`src/rtl/axilite_noc_pkg.sv`:
```
// Shared types for the AXI-lite to NoC request path: message codes,
// the response-side transaction-info record and the scheduler FSM states.
package axilite_noc_pkg;

  localparam logic [1:0] MSG_TYPE_LOAD  = 2'd1;
  localparam logic [1:0] MSG_TYPE_STORE = 2'd2;

  typedef struct packed {
    logic       is_store;
    logic       is_load;
    logic       rsvd;
    logic       addr_b3;
    logic [1:0] msg_type;
  } txn_info_t;

  typedef enum logic {
    ST_IDLE  = 1'b0,
    ST_ISSUE = 1'b1
  } sched_state_e;

  function automatic txn_info_t load_info(input logic addr_b3);
    txn_info_t t;
    t.is_store = 1'b0;
    t.is_load  = 1'b1;
    t.rsvd     = 1'b0;
    t.addr_b3  = addr_b3;
    t.msg_type = MSG_TYPE_LOAD;
    return t;
  endfunction

  function automatic txn_info_t store_info();
    txn_info_t t;
    t.is_store = 1'b1;
    t.is_load  = 1'b0;
    t.rsvd     = 1'b0;
    t.addr_b3  = 1'b0;
    t.msg_type = MSG_TYPE_STORE;
    return t;
  endfunction

endpackage

```
`src/rtl/axilite_req_scheduler_arb.sv`:
```
// Two-way round-robin arbiter between the read and write slots; the
// registered last grant starts on write so the first contention goes to read.
module rr_arbiter_2 (
  input  logic clk,
  input  logic rst_n,
  input  logic req_rd,
  input  logic req_wr,
  input  logic advance,
  output logic gnt_rd,
  output logic gnt_wr
);

  logic last_wr;

  always_comb begin
    gnt_rd = req_rd && (!req_wr || last_wr);
    gnt_wr = req_wr && (!req_rd || !last_wr);
  end

  always_ff @(posedge clk or negedge rst_n) begin
    if (!rst_n)
      last_wr <= 1'b1;
    else if (advance && (gnt_rd || gnt_wr))
      last_wr <= gnt_wr;
  end

endmodule

```
`src/rtl/axilite_req_scheduler.sv`:
```
// Captures AXI-lite AR / AW / W into single-entry slots and issues them one
// at a time to the NoC request encoder, bounded by a retire-credit counter.
module axilite_req_scheduler
  import axilite_noc_pkg::*;
#(
  parameter int ADDR_WIDTH      = 64,
  parameter int DATA_WIDTH      = 64,
  parameter int MAX_OUTSTANDING = 16
) (
  input  logic                                   clk,
  input  logic                                   rst_n,
  input  logic [ADDR_WIDTH-1:0]                  s_axi_araddr,
  input  logic                                   s_axi_arvalid,
  output logic                                   s_axi_arready,
  input  logic [ADDR_WIDTH-1:0]                  s_axi_awaddr,
  input  logic                                   s_axi_awvalid,
  output logic                                   s_axi_awready,
  input  logic [DATA_WIDTH-1:0]                  s_axi_wdata,
  input  logic [DATA_WIDTH/8-1:0]                s_axi_wstrb,
  input  logic                                   s_axi_wvalid,
  output logic                                   s_axi_wready,
  output logic                                   req_valid,
  input  logic                                   req_ready,
  output logic                                   req_is_store,
  output logic [ADDR_WIDTH-1:0]                  req_addr,
  output logic [DATA_WIDTH-1:0]                  req_wdata,
  output logic [DATA_WIDTH/8-1:0]                req_wstrb,
  output logic [5:0]                             txn_info_wr_data,
  output logic                                   txn_info_wr,
  input  logic                                   rsp_done,
  output logic [$clog2(MAX_OUTSTANDING+1)-1:0]   outstanding,
  output logic                                   err_underflow
);

  localparam int CNT_W  = $clog2(MAX_OUTSTANDING + 1);
  localparam int STRB_W = DATA_WIDTH / 8;
  localparam logic [CNT_W-1:0] MAX_CNT = CNT_W'(MAX_OUTSTANDING);

  sched_state_e          state;
  txn_info_t             info_q;
  logic                  rd_full, aw_full, w_full;
  logic [ADDR_WIDTH-1:0] rd_addr, aw_addr;
  logic [DATA_WIDTH-1:0] w_data;
  logic [STRB_W-1:0]     w_strb;
  logic                  hs, can_grant, gnt_rd, gnt_wr;

  assign s_axi_arready    = !rd_full;
  assign s_axi_awready    = !aw_full;
  assign s_axi_wready     = !w_full;
  assign hs               = req_valid && req_ready;
  assign txn_info_wr      = hs;
  assign txn_info_wr_data = info_q;
  assign can_grant        = (state == ST_IDLE) && (rd_full || (aw_full && w_full))
                            && (outstanding < MAX_CNT);

  rr_arbiter_2 u_arb (
    .clk     (clk),
    .rst_n   (rst_n),
    .req_rd  (rd_full),
    .req_wr  (aw_full && w_full),
    .advance (can_grant),
    .gnt_rd  (gnt_rd),
    .gnt_wr  (gnt_wr)
  );

  // Slots clear only on handshake; ready is low while full, so load and clear never collide.
  always_ff @(posedge clk or negedge rst_n) begin
    if (!rst_n) begin
      rd_full <= 1'b0;
      aw_full <= 1'b0;
      w_full  <= 1'b0;
      rd_addr <= '0;
      aw_addr <= '0;
      w_data  <= '0;
      w_strb  <= '0;
    end else begin
      if (hs && !req_is_store)
        rd_full <= 1'b0;
      else if (s_axi_arvalid && s_axi_arready) begin
        rd_full <= 1'b1;
        rd_addr <= s_axi_araddr;
      end
      if (hs && req_is_store)
        aw_full <= 1'b0;
      else if (s_axi_awvalid && s_axi_awready) begin
        aw_full <= 1'b1;
        aw_addr <= s_axi_awaddr;
      end
      if (hs && req_is_store)
        w_full <= 1'b0;
      else if (s_axi_wvalid && s_axi_wready) begin
        w_full <= 1'b1;
        w_data <= s_axi_wdata;
        w_strb <= s_axi_wstrb;
      end
    end
  end

  always_ff @(posedge clk or negedge rst_n) begin
    if (!rst_n) begin
      state        <= ST_IDLE;
      req_valid    <= 1'b0;
      req_is_store <= 1'b0;
      req_addr     <= '0;
      req_wdata    <= '0;
      req_wstrb    <= '0;
      info_q       <= '0;
    end else begin
      case (state)
        ST_IDLE: begin
          if (can_grant) begin
            state     <= ST_ISSUE;
            req_valid <= 1'b1;
            if (gnt_wr) begin
              req_is_store <= 1'b1;
              req_addr     <= aw_addr;
              req_wdata    <= w_data;
              req_wstrb    <= w_strb;
              info_q       <= store_info();
            end else if (gnt_rd) begin
              req_is_store <= 1'b0;
              req_addr     <= rd_addr;
              req_wdata    <= '0;
              req_wstrb    <= '0;
              info_q       <= load_info(rd_addr[3]);
            end
          end
        end
        ST_ISSUE: begin
          if (hs) begin
            state     <= ST_IDLE;
            req_valid <= 1'b0;
          end
        end
      endcase
    end
  end

  // Grants stop at the limit, so a handshake never pushes the count past MAX.
  always_ff @(posedge clk or negedge rst_n) begin
    if (!rst_n) begin
      outstanding   <= '0;
      err_underflow <= 1'b0;
    end else begin
      if (hs && !rsp_done)
        outstanding <= outstanding + 1'b1;
      else if (!hs && rsp_done && (outstanding != '0))
        outstanding <= outstanding - 1'b1;
      if (rsp_done && (outstanding == '0))
        err_underflow <= 1'b1;
    end
  end

endmodule

```
`config.mk`:
```
export PLATFORM = sky130hd
export DESIGN_NAME = axilite_req_scheduler
export DESIGN_NICKNAME = d
export VERILOG_FILES = /design/src/rtl/axilite_noc_pkg.sv /design/src/rtl/axilite_req_scheduler_arb.sv /design/src/rtl/axilite_req_scheduler.sv
export SDC_FILE = /design/constraint.sdc
export NUM_CORES = 1
export LEC_CHECK = 0
export CAP_MARGIN = 20
export CORE_ASPECT_RATIO = 1.4
export CORE_MARGIN = 3
export CORE_UTILIZATION = 53
export CTS_CLUSTER_DIAMETER = 80
export DETAILED_ROUTE_END_ITERATION = 7
export MAX_ROUTING_LAYER = met4
export PLACE_DENSITY = 0.86
export SLEW_MARGIN = 0
export SYNTH_ARGS = -nofsm -noshare
export SYNTH_HDL_FRONTEND = slang
export SYNTH_HIERARCHICAL = 1
export SYNTH_SLANG_ARGS = --single-unit
```
`constraint.sdc`:
```
create_clock -name clk -period 4.9 [get_ports clk]
set_input_delay 0.98 -clock clk [delete_from_list [all_inputs] [get_ports clk]]
set_output_delay 0.98 -clock clk [all_outputs]
set_load 0.03 [all_outputs]
```
==> run metrics <==
Final setup violation count=0; Worst Setup End Kind=output pin; slowest stage delay, CP=720 ps; area grow syn2layout=35.2%; top post-synthesis cells by area=dfrtp_1, mux2_2, a22o_1; RePlAce Congestion=0.855; Buf/Inv on CP=3; Rows=69; DRT Pass-1 Iters=5; CTS tree=built; initial antenna violation count=8; reg2reg path depth=8; worst slew pin tran=1110 ps; Peak supply drop=0.341 mV; total track usage=0.273; Min-Delay Startpoint=aw_addr[24]$_DFFE_PN0P_; vias per cell=5.94; die area=28,200 um^2; DP HPWL=24.7 mm; Worst Hold Class=register to register; sequential-to-total area share from yosys stat=0.632; Yosys cell types=39; Synth top area share=0.630; Die Y=198 um; wire per inst=23.1 um; crit share post-route=0.720; Syn Nets=1,168; Max-cap violations=0; Crit path top cell by count=clkdlybuf4s50_1; DRT Wirelength=38.2 mm; Fmax=283 MHz; slowest stage cell on the critical path=clkdlybuf4s50_1; First DRT Iteration DRCs=664; global-route wire length before repair=58.1 mm; Seq cells post-synth=351; Placement Setup Slack=1390 ps; CP Data Arrival Time=2550 ps; TNS Setup=0 ps; cells after synthesis=957; minimum clock period=3530 ps; R2R setup slack=1820 ps; Worst slew margin=0.256; Final Util=0.733; Pwr Density=332 nW/um^2; clk root buf=clkbuf_16; CORE AREA=25,600 um^2; GRT Residual Overflow=0; total number of vias=9,789; family with the most delay on the worst path=buffers and inverters; Reg clk slew, reported paths=60 ps; maximum clock path buffer count=3; crit path kind=input port to output pin; worst endpoint required time=3920 ps; post-synth top area cell=dfrtp_1; sequential cell area=8780 um^2; cell area after synthesis=13,900 um^2; post_cts resized=0; number of max-slew violations in the final report=0; DIE WIDTH=143 um; status=complete, no violations; IO buf count=359; Final nets=1,507; Detail Route Antenna Nets=0; Multi-input gate area=4620 um^2; final hold violations=0; clk sinks=351; vias in the first global route=10,332; crit path max fanout=4; CP cell instances=clkdlybuf4s50_1, nand2_1, inv_1, clkdlybuf4s50_1; drc violations=0; total CTS buffers=35; WHS Path Cells=2; layout cell share with drive strength beyond 1=0.200; syn avg cell area=14.5 um^2; Hold Path End=req_addr[24]$_DFFE_PN0P_; largest net degree at the start of global routing=125; Leakage=8.80 nW; fin worst setup slack=1370 ps; CP Launch Type=input port; # fillers=1,648; reg2reg end=req_addr[0]$_DFFE_PN0P_; later-pin clock latency in the skew report=520 ps; Worst Skew=17.5 ps; H-tree levels=2; postcts setup bufs=0; reg2reg start=w_full$_DFFE_PN0P_; Initial Utilization=0.542; Yosys Warn Count=6; RSZ-0062 raised after global routing=no; cts hold-fix bufs=0; boundary pin count=361
[registers in the layout, indices dropped and copies added (netlist names), 2 cells and up]
register / count
aw_addr: 64
rd_addr: 64
req_addr: 64
req_wdata: 64
w_data: 64
req_wstrb: 8
w_strb: 8
outstanding: 5
txn_info_wr_data: 2
[metrics by stage]
stage | std cells | total power, W | area [um^2] | hold slack [ps]
3_5_place_dp | 1578 | 0.00354 | 17600 | 465
2_1_floorplan | 957 | 0.00327 | 13900 | 464
4_1_cts | 1641 | 0.00629 | 18800 | 487
3_3_place_gp | 1578 | 0.00351 | 17600 | 467
6_report | 1649 | 0.00624 | 18800 | 487
5_1_grt | 1649 | 0.00644 | 18800 | 509
[cell usage after synthesis]
cell	number
a21boi_0	2
a21boi_1	1
a21o_1	5
a21oi_1	4
a22o_1	75
a22oi_1	63
a22oi_2	1
a2bb2oi_1	2
a31oi_1	1
a32oi_1	61
and3_1	2
buf_2	19
buf_4	20
buf_6	15
clkbuf_1	19
conb_1	1
dfrtp_1	350
dfstp_2	1
fa_1	1
ha_1	3
inv_1	9
inv_2	1
mux2_1	22
mux2_2	179
mux2i_1	2
nand2_1	71
nand3_1	1
nand3_2	2
nor2_1	9
nor2_4	1
o211ai_1	1
o211ai_4	1
o21a_1	2
o21ai_0	4
o21ai_2	1
o22ai_1	1
or4_1	1
xnor2_1	1
xor2_1	2
[worst min-delay path: stages, from the launching register on]
cell,delay [ps]
dfrtp_1,340
a22oi_1,70
nand2_1,60
[worst max path at each step]
stage / start / end / cells past startpoint
2_1_floorplan: req_ready / outstanding[4]$_DFFE_PN0P_ / 8
3_3_place_gp: req_ready / txn_info_wr / 4
3_5_place_dp: req_ready / txn_info_wr / 4
4_1_cts: req_ready / txn_info_wr / 4
5_1_grt: req_ready / txn_info_wr / 4
6_report: req_ready / txn_info_wr / 4
[kinds of logic (layout without fill, tap and decap cells)]
family | Yosys count | count (layout) | synth area share
AO/OA/AOI/OAI | 225 | 225 | 0.134
AND/OR/NAND/NOR | 87 | 87 | 0.0257
adder cells (fa/ha/maj) | 4 | 4 | 0.00414
buffers and inverters | 83 | 448 | 0.0376
multiplexers | 203 | 203 | 0.164
other | 1 | 9 | 0.000270
flip-flops | 351 | 351 | 0.632
XOR/XNOR | 3 | 3 | 0.00189
[cells in the final DEF, fill, tap and decap left out, types with 3 or more instances in the layout]
cell type        count
clkbuf_16           36
a21o_1               5
clkbuf_8            12
diode_2              8
inv_1                9
dfrtp_1            350
clkdlybuf4s50_1    358
nand2_1             70
a32oi_1             61
ha_1                 3
a22oi_1             63
o21ai_0              4
clkinv_2             5
buf_4               15
clkbuf_1             6
mux2_2             179
mux2_1              22
nor2_1               8
a22o_1              75
a21oi_1              4
[final cells by class]
cell class                 instances  area share
antenna                            8     0.00107
inverter                          10     0.00200
timing repair buffer             375       0.199
multi-input combinational        523       0.246
clock buffer                      54      0.0579
sequential                       351       0.468
clock inverter                     9     0.00586
tap                              319      0.0212
[where the power goes]
group | switching [W] | total (W) | internal, W
clock | 0.00112 | 0.00276 | 0.00164
combinational | 0.000120 | 0.000366 | 0.000246
sequential | 0.0000775 | 0.00312 | 0.00304
[metal layers]
layer | share of wire | vias up | GRT usage
li1 | - | 4252 | -
met1 | 0.37 | 5006 | 0.317
met3 | 0.072 | 103 | 0.0678
met5 | 0 | - | -
met4 | 0.049 | 0 | 0.126
met2 | 0.51 | 428 | 0.446
Power figures use the tool's default switching activity.
